$ cat config.mk
export PLATFORM = sky130hd
export DESIGN_NAME = gate_list_executor
export DESIGN_NICKNAME = d
export VERILOG_FILES = /design/src/rtl/tsn_gcl_pkg.sv /design/src/rtl/gcl_bank_regs.sv /design/src/rtl/gate_list_executor.sv
export SDC_FILE = /design/constraint.sdc
export NUM_CORES = 2
export LEC_CHECK = 0
export ABC_AREA = 1
export CAP_MARGIN = 0
export CELL_PAD_IN_SITES_DETAIL_PLACEMENT = 1
export CELL_PAD_IN_SITES_GLOBAL_PLACEMENT = 2
export CORE_ASPECT_RATIO = 1.25
export CORE_MARGIN = 2
export CORE_UTILIZATION = 38
export CTS_CLUSTER_DIAMETER = 100
export DETAILED_ROUTE_END_ITERATION = 16
export DONT_BUFFER_PORTS = 1
export PLACE_DENSITY_LB_ADDON = 0.1
export REMOVE_ABC_BUFFERS = 1
export SLEW_MARGIN = 10
export SYNTH_ARGS = -nofsm -noshare
export SYNTH_HDL_FRONTEND = slang
export SYNTH_SLANG_ARGS = --single-unit
$ cat constraint.sdc
create_clock -name clk -period 3.3 [get_ports clk]
set_clock_uncertainty 0.2 [all_clocks]
set_input_delay 0.165 -clock clk [delete_from_list [all_inputs] [get_ports clk]]
set_output_delay 0.165 -clock clk [all_outputs]
set_load 0.01 [all_outputs]
$ cat src/rtl/tsn_gcl_pkg.sv
// rtl/tsn_gcl_pkg.sv - shared types and width helpers for the gate control list executor
package tsn_gcl_pkg;

  // Entry fields are sized for the widest supported build; unused upper bits stay zero.
  localparam int GCL_MAX_QUEUES = 32;
  localparam int GCL_MAX_TIME_W = 32;

  typedef enum logic [1:0] {
    ST_IDLE,
    ST_RUN,
    ST_HOLD
  } gcl_state_t;

  typedef struct packed {
    logic [GCL_MAX_QUEUES-1:0] gates;
    logic [GCL_MAX_TIME_W-1:0] interval;
  } gcl_entry_t;

  function automatic int idx_width(input int depth);
    return (depth > 1) ? $clog2(depth) : 1;
  endfunction

  function automatic int len_width(input int depth);
    return $clog2(depth + 1);
  endfunction

endpackage

$ cat src/rtl/gcl_bank_regs.sv
// rtl/gcl_bank_regs.sv - one bank of gate control list entries, indexed write, asynchronous read
module gcl_bank_regs
  import tsn_gcl_pkg::*;
#(
  parameter int NUM_QUEUES = 8,
  parameter int LIST_DEPTH = 16,
  parameter int TIME_W     = 20
) (
  input  logic                              clk,
  input  logic                              rst,
  input  logic                              we,
  input  logic [idx_width(LIST_DEPTH)-1:0]  wr_idx,
  input  logic [NUM_QUEUES-1:0]             wr_gates,
  input  logic [TIME_W-1:0]                 wr_interval,
  input  logic [idx_width(LIST_DEPTH)-1:0]  rd_idx,
  output gcl_entry_t                        rd_entry
);

  gcl_entry_t mem [LIST_DEPTH];

  always_ff @(posedge clk or negedge rst) begin
    if (!rst) begin
      for (int i = 0; i < LIST_DEPTH; i++) begin
        mem[i] <= '0;
      end
    end else if (we) begin
      mem[wr_idx].gates    <= GCL_MAX_QUEUES'(wr_gates);
      mem[wr_idx].interval <= GCL_MAX_TIME_W'(wr_interval);
    end
  end

  assign rd_entry = mem[rd_idx];

endmodule

$ cat src/rtl/gate_list_executor.sv
// rtl/gate_list_executor.sv - 802.1Qbv gate control list executor with double-buffered admin/oper lists
module gate_list_executor
  import tsn_gcl_pkg::*;
#(
  parameter int                    NUM_QUEUES    = 8,
  parameter int                    LIST_DEPTH    = 16,
  parameter int                    TIME_W        = 20,
  parameter int                    TICK_NS       = 8,
  parameter logic [NUM_QUEUES-1:0] DEFAULT_GATES = '1
) (
  input  logic                              clk,
  input  logic                              rst,
  input  logic                              cycle_start,
  input  logic                              ld_we,
  input  logic [idx_width(LIST_DEPTH)-1:0]  ld_addr,
  input  logic [NUM_QUEUES-1:0]             ld_gates,
  input  logic [TIME_W-1:0]                 ld_interval,
  input  logic                              ld_commit,
  input  logic [len_width(LIST_DEPTH)-1:0]  ld_len,
  output logic                              ld_reject,
  output logic                              config_pending,
  output logic [NUM_QUEUES-1:0]             gate_states,
  output logic [idx_width(LIST_DEPTH)-1:0]  entry_idx,
  output logic                              oper_valid,
  output logic                              cycle_overrun
);

  localparam int                IDX_W     = idx_width(LIST_DEPTH);
  localparam int                LEN_W     = len_width(LIST_DEPTH);
  localparam logic [TIME_W-1:0] TICK      = TIME_W'(TICK_NS);
  localparam logic [LEN_W-1:0]  DEPTH_LEN = LEN_W'(LIST_DEPTH);

  gcl_state_t        state;
  logic              oper_bank;
  logic [LEN_W-1:0]  admin_len;
  logic [LEN_W-1:0]  oper_len;
  logic [TIME_W-1:0] remaining;
  logic [LEN_W-1:0]  next_count;
  logic [IDX_W-1:0]  rd_idx;
  logic              rd_bank;
  logic              wr_ok;
  logic              commit_ok;
  logic              last_tick;
  logic              last_entry;
  logic              list_done;
  gcl_entry_t        bank_rd [2];
  gcl_entry_t        cur;

  assign wr_ok      = ld_we && !config_pending;
  assign commit_ok  = !config_pending && (ld_len != '0) && (ld_len <= DEPTH_LEN);
  assign next_count = LEN_W'(entry_idx) + LEN_W'(1);
  assign last_tick  = remaining <= TICK;
  assign last_entry = next_count >= oper_len;
  assign list_done  = last_tick && last_entry;

  // Read port looks ahead: entry 0 of the (possibly just-swapped) list on a cycle boundary, else k+1.
  assign rd_idx  = cycle_start ? '0 : IDX_W'(next_count);
  assign rd_bank = (cycle_start && config_pending) ? ~oper_bank : oper_bank;
  assign cur     = bank_rd[rd_bank];

  for (genvar b = 0; b < 2; b++) begin : g_bank
    gcl_bank_regs #(
      .NUM_QUEUES (NUM_QUEUES),
      .LIST_DEPTH (LIST_DEPTH),
      .TIME_W     (TIME_W)
    ) u_bank (
      .clk         (clk),
      .rst         (rst),
      .we          (wr_ok && (oper_bank != 1'(b))),
      .wr_idx      (ld_addr),
      .wr_gates    (ld_gates),
      .wr_interval (ld_interval),
      .rd_idx      (rd_idx),
      .rd_entry    (bank_rd[b])
    );
  end

  always_ff @(posedge clk or negedge rst) begin
    if (!rst) begin
      state          <= ST_IDLE;
      oper_bank      <= 1'b0;
      admin_len      <= '0;
      oper_len       <= '0;
      remaining      <= '0;
      gate_states    <= DEFAULT_GATES;
      entry_idx      <= '0;
      oper_valid     <= 1'b0;
      config_pending <= 1'b0;
      ld_reject      <= 1'b0;
      cycle_overrun  <= 1'b0;
    end else begin
      ld_reject     <= (ld_we && config_pending) || (ld_commit && !commit_ok);
      cycle_overrun <= 1'b0;
      if (ld_commit && commit_ok) begin
        admin_len      <= ld_len;
        config_pending <= 1'b1;
      end
      if (cycle_start) begin
        if (config_pending) begin
          oper_bank      <= ~oper_bank;
          oper_len       <= admin_len;
          oper_valid     <= 1'b1;
          config_pending <= 1'b0;
        end
        if (oper_valid || config_pending) begin
          state         <= ST_RUN;
          entry_idx     <= '0;
          gate_states   <= NUM_QUEUES'(cur.gates);
          remaining     <= TIME_W'(cur.interval);
          // A list ending on exactly this clock fits the cycle and is not an overrun.
          cycle_overrun <= (state == ST_RUN) && !list_done;
        end
      end else if (state == ST_RUN) begin
        if (!last_tick) begin
          remaining <= remaining - TICK;
        end else if (!last_entry) begin
          entry_idx   <= IDX_W'(next_count);
          gate_states <= NUM_QUEUES'(cur.gates);
          remaining   <= TIME_W'(cur.interval);
        end else begin
          state <= ST_HOLD;
        end
      end
    end
  end

endmodule

==> results.toml <==
[sta]
drv_slew = 0
fin_crit_ns = 3.087
whs_ns = -0.7107
final-hold-violation-count = 187
finalSetupViolCount = 0
rsz0062_at_grt = "true"
clock.fmax_mhz = 323.9
tightest_slew_ns = 1.371
period_share = 0.9356
relSlewSlack = 0.08633

[critical_path]
cpMaxStageDelayCell = "dfrtp_4"
arrival_ns = 3.51
crit_path_start_kind = "flip-flop"
crit_path_max_incr_delay_ns = 0.55
critPathMostFrequentCell = "nand2_1"
cp_cell_sequence = "ha_1 > inv_1 > nand2_1 > nand2_1 > inv_1 > ha_1 > a21oi_1 > o21a_1 > nand3_1 > nand2_1 > nand2_1 > nor2_4 > buf_4 > nand2_1 > o21ai_0"
worst_ep_required_time_ns = 3.72
cp_num_buf_inv = 3
worst-r2r-setup-slack_ns = 0.21
end_kind = "flip-flop"
crit_type = "flip-flop to flip-flop"
cp_top_family = "simple AND/OR/NAND/NOR gates"
worstPathMaxFanout = 8

[yosys]
synth_area_um2 = 44950
synth_top_area_frac = 0.5217
avgSynthCellArea_um2 = 7.679
synthTopCellsByArea = "dfrtp_1 (52%), nand2_1 (15%), o21ai_0 (11%), nand3_1 (5.6%), nor2_1 (4.3%)"
syn_inst = 5853
yosys_register_bits = 945
synth_warnings = 0
yosysSeqAreaShare = 0.5264
synth.distinct_cells = 32
yosysTopAreaCell = "dfrtp_1"

[detailed_routing]
via_per_inst = 5.277
via_count = 38680
routed_wl_um = 166300
dr.pass1.iters = 5
drc = 0
drtIter0Drc = 2865
ant_nets = 0
wl_per_cell_um = 22.69

[clock_tree]
cts_tree = "yes"
cts_sinks = 945
clk_pin_slew_ns = 0.06
post-cts-setup-buffers = 0
clock_path_buffers = 3
cts_max_level = 3
cts_root_buf = "clkbuf_16"
clk_latency_ns = 0.72
numCtsBuffers = 104

[placed_design]
numPortBuffers = 0
gp_congestion = 0.7856
place_hpwl_um = 89540

[power]
power_leakage_uw = 0.02457
power_uw = 45000
power_density_nw_per_um2 = 883.4
ir_drop_uv = 542.5

[cells_and_area]
drive_gt1_frac = 0.06347
layout.nets = 5716
layout_commonest_cell = "nand2_1"
layout_common_cells = "nand2_1 (1,718), o21ai_0 (943), dfrtp_1 (936), nor2_1 (509), nand3_1 (502)"
area_delta_synth_final_pct = 13.33

[min_path]
hp-class = "primary input to async pin"

[floorplanning]
dieArea_um2 = 121100
die_y_um = 388.5
ioPinCount = 58
fp.dieW_um = 311.6
num_rows = 141
core_area_um2 = 117800
initial_core_util = 0.3814

[global_routing]
grt_max_degree = 946
grt_pass1_wl_um = 253200
grt.total_usage = 0.2754
grt_pass1_vias = 38950
antenna_found_initial = 3
overflow = 0

[run_status]
violations = "negative hold slack"
status = "complete, but fails checks"

[job]
drv_cap = 0
==> per-layer routing <==
layer | part of all wire | global-route usage
met1 | 0.47 | 0.3891
met2 | 0.47 | 0.4553
met3 | 0.042 | 0.03009
met4 | 0.018 | 0.06171
met5 | 0.00014 | 0
==> worst register-to-register path: cells and delay by family (launching register included) <==
family	cells	cell delay, ns
and+or+nand+nor	7	0.89
DFF	1	0.55
adders and majority gates	2	0.55
AOI/OAI and AO/OA	3	0.42
buffers and inverters	3	0.39
==> through the flow <==
stage	utilization	cell area, um^2	std cells	setup WS (ns)	TNS (ns)
floorplan	-	42730	5377	-7.873	-239.14
global placement	0.3949	46540	7069	0.2833	0
detailed placement	0.3949	46540	7069	0.2228	0
finish	0.4322	50940	7330	0.2126	0
CTS	0.4302	50700	7316	0.1713	0
global route	0.4321	50920	7324	-0.02138	-0.02138
==> cells in the mapped netlist (all sizes together) <==
cell type  count
dfstp          8
o21ai       1093
xor2           4
clkbuf       282
inv          470
buf          194
dfrtp        937
mux2           1
o22ai          1
o21a           2
xnor2          2
nand3b         1
nand2       1753
nor3           2
o211ai        57
nor2         513
nand3        505
or2            6
nand4          6
a21oi          9
ha             7
==> what timing repair did <==
action	in CTS	in global routing
endpoints found under the setup margin	0	8
hold buffers	57	3
hold endpoints to repair	1821	250
gates resized for setup	0	3
==> report_power, final <==
group	switching (uW)	internal, uW	total [uW]
clock network	5070	7400	12500
logic	9230	5050	14300
registers	2400	15900	18300
total	16700	28300	45000
==> cells by family (layout without fill, tap and decap cells) <==
family / after synthesis / count (layout) / synth area share
buf+inv: 946 / 844 / 0.08861
flops: 945 / 945 / 0.5264
simple gates: 2786 / 2786 / 0.2489
other cells: 0 / 6 / 0
compound gates: 1162 / 1162 / 0.1328
mux: 1 / 1 / 0.0002505
xor+xnor: 6 / 6 / 0.001169
fa+ha+maj: 7 / 7 / 0.001949
==> final cells by class <==
type | instances | area (um^2)
sequential | 945 | 23660
inverter | 470 | 1780
antenna | 6 | 15.01
fill | 14340 | 66910
tap | 1573 | 1968
clock inverter | 33 | 486.7
clock buffer | 157 | 3103
timing repair buffer | 184 | 2310
multi-input combinational | 3962 | 17610
==> worst paths after layout <==
check                                               start                         to  cells past startpoint
worst max-delay path                         entry_idx[0]               entry_idx[0]                     15
worst min-delay path                                  rst  g_bank[0].u_bank.mem[167]                      3
worst max register to register               entry_idx[0]               entry_idx[0]                     15
worst min register to register  g_bank[1].u_bank.mem[721]  g_bank[1].u_bank.mem[721]                      2
max in group asynchronous                             rst  g_bank[1].u_bank.mem[147]                      6
min in group clk                               ld_addr[2]  g_bank[1].u_bank.mem[849]                      5
==> flip-flops by register name, indices dropped and copies added, names as in the netlist <==
name               cells
admin_len              5
config_pending         1
cycle_overrun          1
entry_idx              4
g_bank.u_bank.mem    896
gate_states            8
ld_reject              1
oper_bank              1
oper_len               5
oper_valid             1
remaining             20
state                  2
Note: power is estimated with default switching activity, not from simulation.
